===== src/rtl/mips_mem_arbiter_if.sv =====
// rtl/mips_mem_arbiter_if.sv - fetch/data requester and shared-memory signals of the arbiter
interface mips_mem_arbiter_if #(
  parameter int AW = 10,
  parameter int DW = 32
);
  logic          if_req;
  logic [AW-1:0] if_addr;
  logic          if_ack;
  logic [DW-1:0] if_rdata;

  logic          d_req;
  logic          d_we;
  logic [AW-1:0] d_addr;
  logic [DW-1:0] d_wdata;
  logic          d_ack;
  logic [DW-1:0] d_rdata;

  logic          mem_en;
  logic          mem_we;
  logic [AW-1:0] mem_addr;
  logic [DW-1:0] mem_wdata;
  logic [DW-1:0] mem_rdata;

  modport slave (
    input  if_req, if_addr, d_req, d_we, d_addr, d_wdata, mem_rdata,
    output if_ack, if_rdata, d_ack, d_rdata, mem_en, mem_we, mem_addr, mem_wdata
  );

  modport master (
    output if_req, if_addr, d_req, d_we, d_addr, d_wdata, mem_rdata,
    input  if_ack, if_rdata, d_ack, d_rdata, mem_en, mem_we, mem_addr, mem_wdata
  );
endinterface


===== src/rtl/mips_mem_arbiter.sv =====
// rtl/mips_mem_arbiter.sv - single-port I/D memory arbiter, data priority with fetch starvation guard
module mips_mem_arbiter #(
  parameter int AW         = 10,
  parameter int DW         = 32,
  parameter int MEM_LAT    = 1,
  parameter int STARVE_MAX = 2
) (
  input  logic             clk,
  input  logic             rst,
  mips_mem_arbiter_if.slave bus,
  output logic [1:0]       owner,
  output logic             busy
);
  typedef enum logic [1:0] {IDLE, ISSUE, WAIT, RESP} state_t;

  localparam logic [1:0] OWN_NONE  = 2'b00;
  localparam logic [1:0] OWN_IF    = 2'b01;
  localparam logic [1:0] OWN_D     = 2'b10;
  localparam int         WAIT_LAST = (MEM_LAT > 1) ? MEM_LAT - 2 : 0;
  localparam logic [3:0] SMAX      = 4'(STARVE_MAX);

  state_t        state, state_nxt;
  logic [2:0]    wait_cnt;
  logic [3:0]    starve_cnt;
  logic          lat_we;
  logic [AW-1:0] lat_addr;
  logic [DW-1:0] lat_wdata;
  logic          if_elig, d_elig;
  logic          grant_if, grant_d;

  assign bus.mem_addr  = lat_addr;
  assign bus.mem_wdata = lat_wdata;
  assign busy          = (state != IDLE);

  always_comb begin
    state_nxt = state;
    grant_if  = 1'b0;
    grant_d   = 1'b0;
    // A requester whose ack is showing this cycle is finishing, not asking again.
    if_elig   = bus.if_req && !bus.if_ack;
    d_elig    = bus.d_req && !bus.d_ack;
    case (state)
      IDLE: begin
        if (d_elig && (!if_elig || starve_cnt != SMAX)) begin
          grant_d   = 1'b1;
          state_nxt = ISSUE;
        end else if (if_elig) begin
          grant_if  = 1'b1;
          state_nxt = ISSUE;
        end
      end
      ISSUE:   state_nxt = (MEM_LAT > 1) ? WAIT : RESP;
      WAIT:    if (wait_cnt == 3'(WAIT_LAST)) state_nxt = RESP;
      RESP:    state_nxt = IDLE;
      default: state_nxt = IDLE;
    endcase
  end

  always_ff @(posedge clk) begin
    if (rst) begin
      state        <= IDLE;
      wait_cnt     <= 3'd0;
      starve_cnt   <= 4'd0;
      owner        <= OWN_NONE;
      lat_we       <= 1'b0;
      lat_addr     <= '0;
      lat_wdata    <= '0;
      bus.mem_en   <= 1'b0;
      bus.mem_we   <= 1'b0;
      bus.if_ack   <= 1'b0;
      bus.d_ack    <= 1'b0;
      bus.if_rdata <= '0;
      bus.d_rdata  <= '0;
    end else begin
      state      <= state_nxt;
      bus.mem_en <= grant_if || grant_d;
      bus.mem_we <= grant_d && bus.d_we;
      bus.if_ack <= 1'b0;
      bus.d_ack  <= 1'b0;
      wait_cnt   <= (state == WAIT) ? wait_cnt + 3'd1 : 3'd0;

      if (grant_d) begin
        owner     <= OWN_D;
        lat_we    <= bus.d_we;
        lat_addr  <= bus.d_addr;
        lat_wdata <= bus.d_wdata;
        if (!bus.if_req)
          starve_cnt <= 4'd0;
        else if (starve_cnt != SMAX)
          starve_cnt <= starve_cnt + 4'd1;
      end else if (grant_if) begin
        owner      <= OWN_IF;
        lat_we     <= 1'b0;
        lat_addr   <= bus.if_addr;
        starve_cnt <= 4'd0;
      end

      // Response capture; the ack surfaces in the following IDLE cycle together with owner=none.
      if (state == RESP) begin
        owner <= OWN_NONE;
        if (owner == OWN_IF) begin
          bus.if_ack   <= 1'b1;
          bus.if_rdata <= bus.mem_rdata;
        end else begin
          bus.d_ack <= 1'b1;
          if (!lat_we) bus.d_rdata <= bus.mem_rdata;
        end
      end
    end
  end
endmodule

===== src/flat_wrapper.sv =====
// flat-port wrapper written by rule: the top's interface ports become plain ports
module mips_mem_arbiter_flat 
#(
  parameter int AW         = 10,
  parameter int DW         = 32,
  parameter int MEM_LAT    = 1,
  parameter int STARVE_MAX = 2
)
  (clk, rst, owner, busy, bus_if_req, bus_if_addr, bus_d_req, bus_d_we, bus_d_addr, bus_d_wdata, bus_mem_rdata, bus_if_ack, bus_if_rdata, bus_d_ack, bus_d_rdata, bus_mem_en, bus_mem_we, bus_mem_addr, bus_mem_wdata);
  mips_mem_arbiter_if #(.AW(AW), .DW(DW)) bus_i ();
  input  logic clk;
  input  logic rst;
  output logic [1:0] owner;
  output logic busy;
  input wire logic [$bits(bus_i.if_req)-1:0] bus_if_req;
  input wire logic [$bits(bus_i.if_addr)-1:0] bus_if_addr;
  input wire logic [$bits(bus_i.d_req)-1:0] bus_d_req;
  input wire logic [$bits(bus_i.d_we)-1:0] bus_d_we;
  input wire logic [$bits(bus_i.d_addr)-1:0] bus_d_addr;
  input wire logic [$bits(bus_i.d_wdata)-1:0] bus_d_wdata;
  input wire logic [$bits(bus_i.mem_rdata)-1:0] bus_mem_rdata;
  output wire logic [$bits(bus_i.if_ack)-1:0] bus_if_ack;
  output wire logic [$bits(bus_i.if_rdata)-1:0] bus_if_rdata;
  output wire logic [$bits(bus_i.d_ack)-1:0] bus_d_ack;
  output wire logic [$bits(bus_i.d_rdata)-1:0] bus_d_rdata;
  output wire logic [$bits(bus_i.mem_en)-1:0] bus_mem_en;
  output wire logic [$bits(bus_i.mem_we)-1:0] bus_mem_we;
  output wire logic [$bits(bus_i.mem_addr)-1:0] bus_mem_addr;
  output wire logic [$bits(bus_i.mem_wdata)-1:0] bus_mem_wdata;
  assign bus_i.if_req = bus_if_req;
  assign bus_i.if_addr = bus_if_addr;
  assign bus_i.d_req = bus_d_req;
  assign bus_i.d_we = bus_d_we;
  assign bus_i.d_addr = bus_d_addr;
  assign bus_i.d_wdata = bus_d_wdata;
  assign bus_i.mem_rdata = bus_mem_rdata;
  assign bus_if_ack = bus_i.if_ack;
  assign bus_if_rdata = bus_i.if_rdata;
  assign bus_d_ack = bus_i.d_ack;
  assign bus_d_rdata = bus_i.d_rdata;
  assign bus_mem_en = bus_i.mem_en;
  assign bus_mem_we = bus_i.mem_we;
  assign bus_mem_addr = bus_i.mem_addr;
  assign bus_mem_wdata = bus_i.mem_wdata;
  mips_mem_arbiter #(.AW(AW), .DW(DW), .MEM_LAT(MEM_LAT), .STARVE_MAX(STARVE_MAX)) u_core (.clk(clk), .rst(rst), .bus(bus_i), .owner(owner), .busy(busy));
endmodule

===== config.mk =====
export PLATFORM = sky130hd
export DESIGN_NAME = mips_mem_arbiter_flat
export DESIGN_NICKNAME = d
export VERILOG_FILES = /design/src/rtl/mips_mem_arbiter_if.sv /design/src/rtl/mips_mem_arbiter.sv /design/src/flat_wrapper.sv
export SDC_FILE = /design/constraint.sdc
export NUM_CORES = 1
export LEC_CHECK = 0
export BUFFER_PORTS_ARGS = -buffer_cell sky130_fd_sc_hd__buf_2
export CAP_MARGIN = 20
export CORE_ASPECT_RATIO = 1.4
export CORE_MARGIN = 10
export CORE_UTILIZATION = 50
export CTS_CLUSTER_DIAMETER = 50
export CTS_CLUSTER_SIZE = 16
export DETAILED_ROUTE_END_ITERATION = 8
export PLACE_DENSITY = 0.94
export SYNTH_ARGS = -nofsm -noshare
export SYNTH_HDL_FRONTEND = slang
export SYNTH_SLANG_ARGS = --single-unit

===== constraint.sdc =====
create_clock -name clk -period 4.6 [get_ports clk]
set_input_delay 0.92 -clock clk [delete_from_list [all_inputs] [get_ports clk]]
set_output_delay 0.92 -clock clk [all_outputs]
set_load 0.05 [all_outputs]

# == Yosys cells after proc, flatten, opt, wreduce, memory -nomap -nowiden ==
# Index checks and enable logic that the tools add are counted.
# totals
reg_bits,122
inputBits,89
output_inout_bits,113
wordCells,70
# classes
n_addsub,2
eq_ne,8
mux,21
n_bitwise,4
n_reduce_logical,21
# ops
operator,n
$mux W10,2
$mux W4,4
$mux W2,5
$mux W1,9
$pmux W2 S4,1
$reduce_and A2 Y1,3
$reduce_or A2 Y1,3
$add A4 B1 Y4 const B,1
$eq A2 B1 Y1 const B,2
$eq A2 B2 Y1 const B,2
$logic_and A1 B1 Y1,4
$ne A4 B2 Y1 const B,1
$not A1 Y1,4
$reduce_bool A2 Y1,2
$add A3 B1 Y3 const B,1
$logic_not A1 Y1,3
$logic_not A3 Y1,1
$ne A3 B1 Y1 const B,1
$ne A3 B3 Y1 const B,1
$reduce_and A3 Y1,1
$reduce_or A3 Y1,1
$logic_not A2 Y1,1
$logic_or A1 B1 Y1,2
$ne A2 B1 Y1 const B,1

# == Longest topological paths before layout ==
# Gate-level depths: netlist of the first run.
# logic_depth
depth_word,9
mapped_depth,9
depth_no_buf,6

# == Worst setup path after synthesis of the first run ==
# OpenSTA, ideal clock, no wires.
# synth_timing
kind,register to output
start,reg u_core.state[0]
end,out busy
arrival_time_ps,1019
t_required_ps,3680
slack_ps,2661
path_stages_with_launch,4
path_buffers,0
path_cell_list,dfxtp_1 > inv_1 > ha_1 > inv_1
# synth_between
elab_chain_len,1
# synth_rtl
item,line,text
start: declaration,mips_mem_arbiter.sv:22,"state_t state, state_nxt;"
start signal: assignment,mips_mem_arbiter.sv:75,state <= state_nxt;
$reduce_bool A2 Y1,mips_mem_arbiter.sv:33,assign busy = (state != IDLE);
end: declaration,flat_wrapper.sv:14,output logic busy;
# No other way between the ends.

# == Final worst setup path of the first run ==
# Same ends and word-level chain as after synthesis.

==> reports/metrics.yaml, run 1 <==
status: "completed"
crit_family: "buffers and inverters"
p_seq_share_pct: 36.9
hold_viol: 0
ys_warn_count: 0
cts_hold_buf: 0
setup-tns-final_ns: 0
drive_gt1_share_pct: 32.8
antenna_found_initial: 0
gp_congestion: 0.822
area_growth_pct: 37.6
post-route-period-util_pct: 52.6
drc: 0
overflow: 0
relSlewSlack_pct: 37.5
required_ns: 3.68
num_vias: 4326
synth.area.top_cells: "dfxtp_1 (54%), nand2_1 (16%), a21oi_1 (11%)"
n_antenna_cell: 0
combPwrFrac_pct: 17.9
critical_path.cell_chain: "inv_1 > ha_1 > inv_1 > buf_2"
cp-end-kind: "primary output"
io_buffers: 201
yosys-top-cells-count: "nand2_1 (199), dfxtp_1 (122), a21oi_1 (98)"
cts_resized: 0
grt_usage_pct: 19.3
routed_via_density: 5.04
syn_avg_cell_area_um2: 8.24
crit_slowest_cell: "dfxtp_1"
post_dp_cell_area_um2: 5560
nNetsFinal: 836
min_path_type: "reg2reg"
critPathKind: "reg2out"
start_kind: "register"
synth.distinct_cells: 37
synthMuxAreaShare_pct: 0.663
synth_edf_count: 0
yosys.area_share.simple_pct: 20.0
ys_seq_elements: 122
critPathMostFrequentCell: "inv_1"
cts-buffers-inserted: 17
grt_pass1_wl_um: 21000
h-tree-depth: 4
synthCells: 550
grt_pass1_vias: 4323
clk_pin_slew_ns: 0.05
drt-pass1-iter-count: 4
grt_max_degree: 67
hpwlAfterDp_um: 9670
fmax_ghz: 0.413
clk_latency_ns: 0.40
dp_slack_ns: 2.17
synthXorXnorAreaFrac_pct: 0.193
synth_top_family_by_area: "simple AND/OR/NAND/NOR gates"
dieArea_um2: 13300
finClkSkew_ns: 0.00859
tritoncts: "built"
core-area_um2: 8930
period_minus_slack_ns: 2.42
die_w_um: 100
cts.sinks: 122
synth_top_area_cell: "dfxtp_1"
wl_um: 13300
tightest_slew_ns: 0.935
setup_slack_ns: 2.18
power_per_cell_area_nw_per_um2: 506
dieHeight_um: 133
rows: 41
cts-root-buf: "clkbuf_16"
ioPinCount: 202
critical_path_arrival_ns: 1.50
wl_per_cell_um: 15.5
seq_area_frac_synth_pct: 53.9
yosys.area_share.adder_pct: 2.21
report.final.slew_viol_count: 0
syn_nets: 647
synth_compound_area_share_pct: 17.2
cts.path.max_buffers: 2
cts_setup_buffers: 0
rsz0062_at_grt: "false"
power_mw: 3.16
syn-cell-area_um2: 4530
power.switching_mw: 0.888
async_flop_share_pct: 0
power.leakage_nw: 2.83
fill_cells: 709
synth_ff_type: "dfxtp_1"
yosysMostFrequentCell: "nand2_1"
ant_nets: 0
dr.first_iter.drc_count: 133
crit_fanout: 7
swShare_pct: 28.1
cpPeakStageDelay_ns: 0.37
initial_core_util_pct: 50.8
setup_viol_count_final: 0
yosys.area.top_type_share_pct: 53.9
intPower_mw: 2.27
path_buf_inv: 3
pwr-share-clk_pct: 45.3
postLayoutCellArea_um2: 6230
ir_worst_vdd_uv: 338
drv_cap: 0
[placed cells by master (no fill, tap or decap), drive strengths merged, types with 2 or more instances in the layout]
master,count
a21oi,98
a22oi,2
buf,207
bufinv,4
clkbuf,25
dfxtp,122
ha,8
inv,22
mux2i,3
nand2,199
nand3,5
nor2,6
nor2b,4
nor3,4
o21ai,13
o221a,10
[worst min-delay path: cells and delay by family, from the launching register on]
family	cells	cell delay (ns)
and+or+nand+nor	1	0.05
DFF	1	0.30
AOI/OAI and AO/OA	1	0.05
[kinds of logic (layout without fill, tap and decap cells)]
kind of cell / Yosys count / count (layout)
AO/OA/AOI/OAI: 131 / 131
buffers and inverters: 59 / 260
adder cells (fa/ha/maj): 8 / 8
flip-flops: 122 / 122
AND/OR/NAND/NOR: 226 / 226
multiplexers: 3 / 3
XOR/XNOR: 1 / 1
[state kept, by name, indices dropped and copies added, names as in the netlist]
name	cells
u_core.bus.d_ack	1
u_core.bus.d_rdata	32
u_core.bus.if_ack	1
u_core.bus.if_rdata	32
u_core.bus.mem_addr	10
u_core.bus.mem_en	1
u_core.bus.mem_wdata	32
u_core.bus.mem_we	1
u_core.lat_we	1
u_core.owner	2
u_core.starve_cnt	4
u_core.state	2
u_core.wait_cnt	3
[power by group through the flow]
stage	clock [mW]	combinational, mW	sequential, mW
final	1.43	0.564	1.16
after global routing	1.49	0.610	1.17
after CTS	1.45	0.563	1.16
after detailed placement	0	0.559	1.18
after global placement	0	0.551	1.18
after floorplan	0	0.194	1.40
[per-layer routing]
layer | vias to the layer above | global-route usage [%] | share of wire, % | routed length (um)
li1 | 2175 | - | - | -
met1 | 1910 | 19.4 | 37 | 4920
met2 | 199 | 31.8 | 49 | 6510
met3 | 42 | 9.38 | 10 | 1400
met4 | 0 | 10.3 | 3.8 | 509
met5 | - | 0 | 0 | 0
[through the flow]
stage	utilization, %	cells	hold WS [ns]
6_report	69.8	858	0.449
5_1_grt	69.8	858	0.464
4_1_cts	69.5	857	0.450
3_5_place_dp	62.3	826	0.443
3_3_place_gp	62.0	825	0.434
2_1_floorplan	-	550	0.417
[layout make-up]
type	instances	area [um^2]	area share, %
Clock buffer	25	515	8.27
Clock inverter	6	133	2.13
Inverter	22	82.6	1.32
Multi-Input combinational cell	369	1830	29.4
Sequential cell	122	2440	39.2
Tap cell	107	134	2.15
Timing Repair Buffer	207	1090	17.5
[path summary, 6_finish.rpt]
check                           depth (start not counted)  slack [ns]                               start                               endpoint
worst max-delay path                                    4        2.18        u_core.state[0]$_SDFFE_PP0P_                                   busy
worst min-delay path                                    2        0.45  u_core.bus.d_rdata[7]$_SDFFE_PP0P_     u_core.bus.d_rdata[7]$_SDFFE_PP0P_
worst min register to register                          2        0.45  u_core.bus.d_rdata[7]$_SDFFE_PP0P_     u_core.bus.d_rdata[7]$_SDFFE_PP0P_
worst max register to register                          5        2.34   u_core.starve_cnt[1]$_SDFFE_PP0P_  u_core.bus.mem_wdata[26]$_SDFFE_PP0P_
Note: power is estimated with default switching activity, not from simulation.
==> run 2: changes to the inputs <==
Settings changed: ABC_AREA from default to 1, CORE_UTILIZATION 50 to 48, PLACE_DENSITY 0.94 to 0.9.
Clock period 4.6 ns to 2.5 ns, I/O delays scaled along.
==> reports/metrics.yaml, run 2 <==
hp-start: "bus_d_wdata[8]"
drv_cap: 0  # unchanged
synth_ff_type: "dfxtp_1"
r2r-start: "u_core.starve_cnt[0]$_SDFFE_PP0P_"
synth.distinct_cells: 26  # -30%
cts.sinks: 122  # unchanged
dieHeight_um: 138  # +4.3%
min_path_type: "in2reg"
top_usage_layer: "met2"
cts_resized: 0  # unchanged
synth_edf_count: 0  # unchanged
drc: 0  # unchanged
setup-tns-final_ns: 0  # unchanged
holdPathEnd: "u_core.bus.mem_wdata[8]$_SDFFE_PP0P_"
power_mw: 6.25  # +98%
start_kind: "register"
drive_gt1_share_pct: 31.8  # -0.93 points
async_flop_share_pct: 0  # unchanged
cts-buffers-inserted: 17  # unchanged
rsz0062_at_grt: "false"
antenna_found_initial: 0  # unchanged
r2r_cells: 8  # +3
met3_usage_pct: 8.84  # -0.54 points
seq_area_frac_synth_pct: 50.8  # -3.0 points
rrSetupSlack_ns: 0.65  # -1.69 ns
overflow: 0  # unchanged
crit_fanout: 11  # +4
ant_nets: 0  # unchanged
power_per_cell_area_nw_per_um2: 963  # +90%
dieArea_um2: 14500  # +8.5%
syn-cell-area_um2: 4800  # +6.0%
final_cell_mix: "buf_2 (201), nand2_1 (175), dfxtp_1 (122), a21oi_1 (100), nand3_1 (75)"
combPwrFrac_pct: 22.6  # +4.7 points
tightest_slew_ns: 0.670  # -0.265 ns
h-tree-depth: 4  # unchanged
report.final.slew_viol_count: 0  # unchanged
yosys-top-cells-count: "nand2_1 (175), dfxtp_1 (122), a21oi_1 (100)"
wl_per_cell_um: 15.6  # +0.14%
yosys.area.top_type_share_pct: 50.8  # -3.0 points
fmax_ghz: 0.465
final_common_cell: "buf_2"
dp.cells: 923  # +12%
ioPinCount: 202  # unchanged
swShare_pct: 32.7  # +4.6 points
initial_core_util_pct: 48.8  # -2.0 points
critPathKind: "reg2out"
status: "completed"
cp-end-kind: "primary output"
required_ns: 2.00  # -1.68 ns
ys_warn_count: 0  # unchanged
ir_worst_vdd_uv: 610  # +81%
die_w_um: 105  # +4.1%
clk_latency_ns: 0.41  # about the same
gp_congestion: 0.853  # +3.8%
routed_via_density: 5.17  # +2.6%
grt_usage_pct: 20.0  # +0.67 points
grt_max_degree: 67  # unchanged
cts_setup_buffers: 0  # unchanged
power.leakage_nw: 3.01  # +6.3%
rows: 43  # +4.9%
grt_pass1_wl_um: 24000  # +14%
finalNonFillerCells: 955  # +11%
cts-root-buf: "clkbuf_16"
finClkSkew_ns: 0.00910  # +0.000514 ns
post-route-period-util_pct: 86.1
setup_viol_count_final: 0  # unchanged
synthCells: 621  # +13%
ys_seq_elements: 122  # unchanged
hpwlAfterDp_um: 10600  # +10%
rr_endpoint: "u_core.bus.mem_addr[9]$_SDFFE_PP0P_"
clk_pin_slew_ns: 0.06  # about the same
whs_ns: 0.339  # -0.110 ns
area_growth_pct: 35.1
tritoncts: "built"
hold_viol: 0  # unchanged
nNetsFinal: 904  # +8.1%
power.switching_mw: 2.04  # +130%
cts_hold_buf: 0  # unchanged
yosysMostFrequentCell: "nand2_1"
core-area_um2: 9850  # +10%
pwr-share-clk_pct: 42.4  # -2.9 points
syn_avg_cell_area_um2: 7.73  # -6.1%
grt_use_met2_pct: 33.9  # +2.0 points
synth.area.top_cells: "dfxtp_1 (51%), nand2_1 (14%), a21oi_1 (10%)"
p_seq_share_pct: 35.0  # -1.9 points
synth_top_area_cell: "dfxtp_1"
period_minus_slack_ns: 2.15
io_buffers: 201  # unchanged
grt_pass1_vias: 4769  # +10%
met1_usage_pct: 21.6  # +2.2 points
critical_path_arrival_ns: 1.65  # +0.15 ns
intPower_mw: 4.21  # +85%
relSlewSlack_pct: 55.4  # +18 points
drt-pass1-iter-count: 5  # +1
syn_nets: 718  # +11%
num_vias: 4938  # +14%
wl_um: 14900  # +11%
dr.first_iter.drc_count: 254  # +91%
hold_depth: 3  # +1
n_antenna_cell: 0  # unchanged
cts.path.max_buffers: 2  # unchanged
fill_cells: 850  # +20%
run 2: changes by cell type in the layout (fill, tap and decap cells not counted), sizes merged, moves of 10 or more:
cell    change
nand3      +72
nand2      -23
nand3b     +11
o221a      -10
o21ai      -12
nor2       +35
nand4      +11
run 2: metrics by stage:
| stage | util, % | worst slack, ns | area, um^2 |
|---|---|---|---|
| 4_1_cts | 65.9 | 0.331 | 6490 |
| 6_report | 65.9 | 0.347 | 6490 |
| 3_3_place_gp | 59.3 | 0.620 | 5840 |
| 2_1_floorplan | - | 0.705 | 4800 |
| 5_1_grt | 65.9 | 0.230 | 6490 |
| 3_5_place_dp | 59.3 | 0.582 | 5840 |
run 2: worst max path at each step:
| stage | from | end | slack (ns) | cells after the start |
|---|---|---|---|---|
| 2_1_floorplan | u_core.state[0]$_SDFFE_PP0P_ | busy | 0.70 | 5 |
| 3_3_place_gp | bus_if_req | u_core.lat_we$_SDFFE_PP0P_ | 0.62 | 9 |
| 3_5_place_dp | bus_if_req | u_core.bus.mem_addr[9]$_SDFFE_PP0P_ | 0.58 | 9 |
| 4_1_cts | u_core.state[0]$_SDFFE_PP0P_ | busy | 0.33 | 5 |
| 5_1_grt | u_core.state[0]$_SDFFE_PP0P_ | busy | 0.23 | 5 |
| 6_report | u_core.state[0]$_SDFFE_PP0P_ | busy | 0.35 | 5 |
run 2: cell families (layout without fill, tap and decap cells):
kind of cell	count (synthesis)	in the layout	share of synthesized area [%]
buffers and inverters	65	264	6.33
AOI/OAI and AO/OA	103	103	11.0
xor gates and xnor gates	1	1	0.182
DFF	122	122	50.8
and+or+nand+nor	322	322	29.6
adders and majority gates	8	8	2.08
run 2: power groups by stage:
stage               clock [mW]  sequential [mW]  combinational, mW
finish                    2.65             2.19               1.41
floorplan                    0             2.69              0.606
global route              2.78             2.21               1.53
global placement             0             2.22               1.40
CTS                       2.69             2.19               1.42
detailed placement           0             2.23               1.41
run 2: area by class of cell:
cell class              instances  area [um^2]  area share (%)
flip-flops and latches        122         2440            37.6
multi-input cells             434         2060            31.8
repair buffers                213         1100            16.9
clock buffers                  20          457            7.04
clock inverters                12          188            2.89
well taps                     135          169            2.60
inverters                      19         73.8            1.14
run 2: routing by layer:
layer | part of all wire (%) | vias to the layer above | wire length, um
li1 | - | 2421 | -
met1 | 38 | 2292 | 5600
met2 | 52 | 206 | 7690
met3 | 9.0 | 19 | 1330
met4 | 1.6 | 0 | 244
met5 | 0 | - | 0
run 2: critical path, stage by stage, from the launching register on:
cell	delay, ns
dfxtp_1	0.37
inv_1	0.09
ha_1	0.28
buf_4	0.20
inv_1	0.05
buf_2	0.25
==> run 3: changes to the inputs <==
Settings changed: CELL_PAD_IN_SITES_DETAIL_PLACEMENT from default to 0, CELL_PAD_IN_SITES_GLOBAL_PLACEMENT from default to 1, CORE_UTILIZATION 48 to 33, PLACE_DENSITY 0.9 to 0.89.
==> reports/metrics.yaml, run 3 (synthesis results as in run 2) <==
clk_pin_slew_ns: 0.06  # about the same
core-area_um2: 14400  # +46%
crit_fanout: 15  # +4
overflow: 0  # unchanged
drv_cap: 0  # unchanged
power_per_cell_area_nw_per_um2: 941  # -2.3%
critical_path.cell_chain: "inv_1 > ha_1 > buf_4 > inv_1 > buf_2"
num_vias: 4743  # -3.9%
ant_nets: 0  # unchanged
tritoncts: "built"
clk_latency_ns: 0.40  # about the same
final_core_util_pct: 45.4  # -20 points
dp_slack_ns: 0.515  # -0.0670 ns
grt_max_degree: 54  # -19%
dieHeight_um: 163  # +18%
grt_usage_pct: 15.0  # -5.0 points
critical_path_arrival_ns: 1.55  # -0.10 ns
drive_gt1_share_pct: 31.7  # -0.083 points
cts-root-buf: "clkbuf_16"
min_path_type: "in2reg"
cts_resized: 0  # unchanged
nNetsFinal: 904  # unchanged
rows: 52  # +21%
cp-end-kind: "primary output"
hpwlAfterDp_um: 10900  # +2.7%
finClkSkew_ns: 0.00599  # -0.00312 ns
fmax_ghz: 0.489  # +5.3%
io_buffers: 201  # unchanged
gp_congestion: 0.774  # -9.3%
wl_um: 15400  # +3.6%
cts_hold_buf: 0  # unchanged
period_minus_slack_ns: 2.05  # -0.108 ns
grt_pass1_vias: 4573  # -4.1%
die_w_um: 122  # +17%
setup_viol_count_final: 0  # unchanged
crit_slowest_cell: "dfxtp_1"
setup-tns-final_ns: 0  # unchanged
wl_per_cell_um: 15.3  # -1.9%
area_growth_pct: 36.0
report.final.slew_viol_count: 0  # unchanged
cts.path.max_buffers: 2  # unchanged
status: "completed"
critPathMostFrequentCell: "inv_1"
final_common_cell: "buf_2"
final_cell_mix: "buf_2 (200), nand2_1 (175), dfxtp_1 (122), a21oi_1 (100), nand3_1 (75)"
grt_pass1_wl_um: 24000  # -0.20%
relSlewSlack_pct: 60.7  # +5.3 points
routed_via_density: 4.70  # -9.1%
h-tree-depth: 4  # unchanged
dieArea_um2: 19800  # +37%
rsz0062_at_grt: "false"
cts_setup_buffers: 0  # unchanged
cts.sinks: 122  # unchanged
dp.cells: 977  # +5.9%
required_ns: 2.00  # about the same
initial_core_util_pct: 33.4  # -15 points
tightest_slew_ns: 0.590  # -0.0799 ns
setup_slack_ns: 0.455  # +0.108 ns
cts-buffers-inserted: 17  # unchanged
critPathKind: "reg2out"
cpPeakStageDelay_ns: 0.37  # about the same
ioPinCount: 202  # unchanged
dr.first_iter.drc_count: 345  # +36%
post-route-period-util_pct: 81.8  # -4.3 points
start_kind: "register"
power.leakage_nw: 2.99  # -0.54%
drc: 0  # unchanged
ir_worst_vdd_uv: 448  # -27%
drt-pass1-iter-count: 4  # -1
finalNonFillerCells: 1009  # +5.7%
hold_viol: 0  # unchanged
antenna_found_initial: 2  # +2
-- run 3: changes by cell type in the layout (fill, tap and decap cells not counted) --
cell | before | now
diode_2 | 0 | 1
clkinv_2 | 0 | 3
inv_6 | 3 | 0
clkinvlp_4 | 2 | 4
buf_2 | 201 | 200
clkbuf_8 | 2 | 1
clkinv_4 | 3 | 1
buf_4 | 12 | 13
-- run 3: final timing paths --
check	slack, ns	startpoint	depth (start not counted)	to
setup reg to reg	0.60	u_core.starve_cnt[0]$_SDFFE_PP0P_	8	u_core.bus.mem_addr[6]$_SDFFE_PP0P_
hold / removal	0.34	bus_d_wdata[10]	3	u_core.bus.mem_wdata[10]$_SDFFE_PP0P_
hold reg to reg	0.45	u_core.bus.if_rdata[21]$_SDFFE_PP0P_	2	u_core.bus.if_rdata[21]$_SDFFE_PP0P_
setup / recovery	0.45	u_core.state[0]$_SDFFE_PP0P_	5	busy
-- run 3: routing by layer --
layer  part of all wire [%]  track usage [%]  routed length [um]
met5                  0.084                0                  13
met1                     38             15.4                5800
met4                    2.0             5.98                 308
met2                     52             26.5                8070
met3                    7.9             5.69                1210
-- run 3: through the flow --
stage | power, mW | cell area [um^2] | hold slack [ns]
floorplan | 3.30 | 4800 | 0.417
global placement | 3.65 | 5910 | 0.429
detailed placement | 3.66 | 5910 | 0.441
CTS | 6.24 | 6530 | 0.329
global route | 6.44 | 6530 | 0.333
finish | 6.15 | 6530 | 0.343
-- run 3: layout make-up --
cell class / count / area (um^2)
Antenna cell: 1 / 2.50
Clock buffer: 19 / 443
Clock inverter: 12 / 174
Fill cell: 1520 / 7850
Inverter: 19 / 73.8
Multi-Input combinational cell: 434 / 2060
Sequential cell: 122 / 2440
Tap cell: 189 / 236
Timing Repair Buffer: 213 / 1100
-- run 3: power breakdown --
group / internal, mW / total [mW] / switching (mW)
logic: 0.368 / 1.42 / 1.05
clock network: 1.68 / 2.54 / 0.858
registers: 2.10 / 2.19 / 0.0848
total: 4.15 / 6.15 / 1.99
-- run 3: worst max-delay path, delay by kind of cell, from the launching register on --
family,cells,cell delay (ns)
DFF,1,0.37
adders and majority gates,1,0.19
buffers and inverters,4,0.58
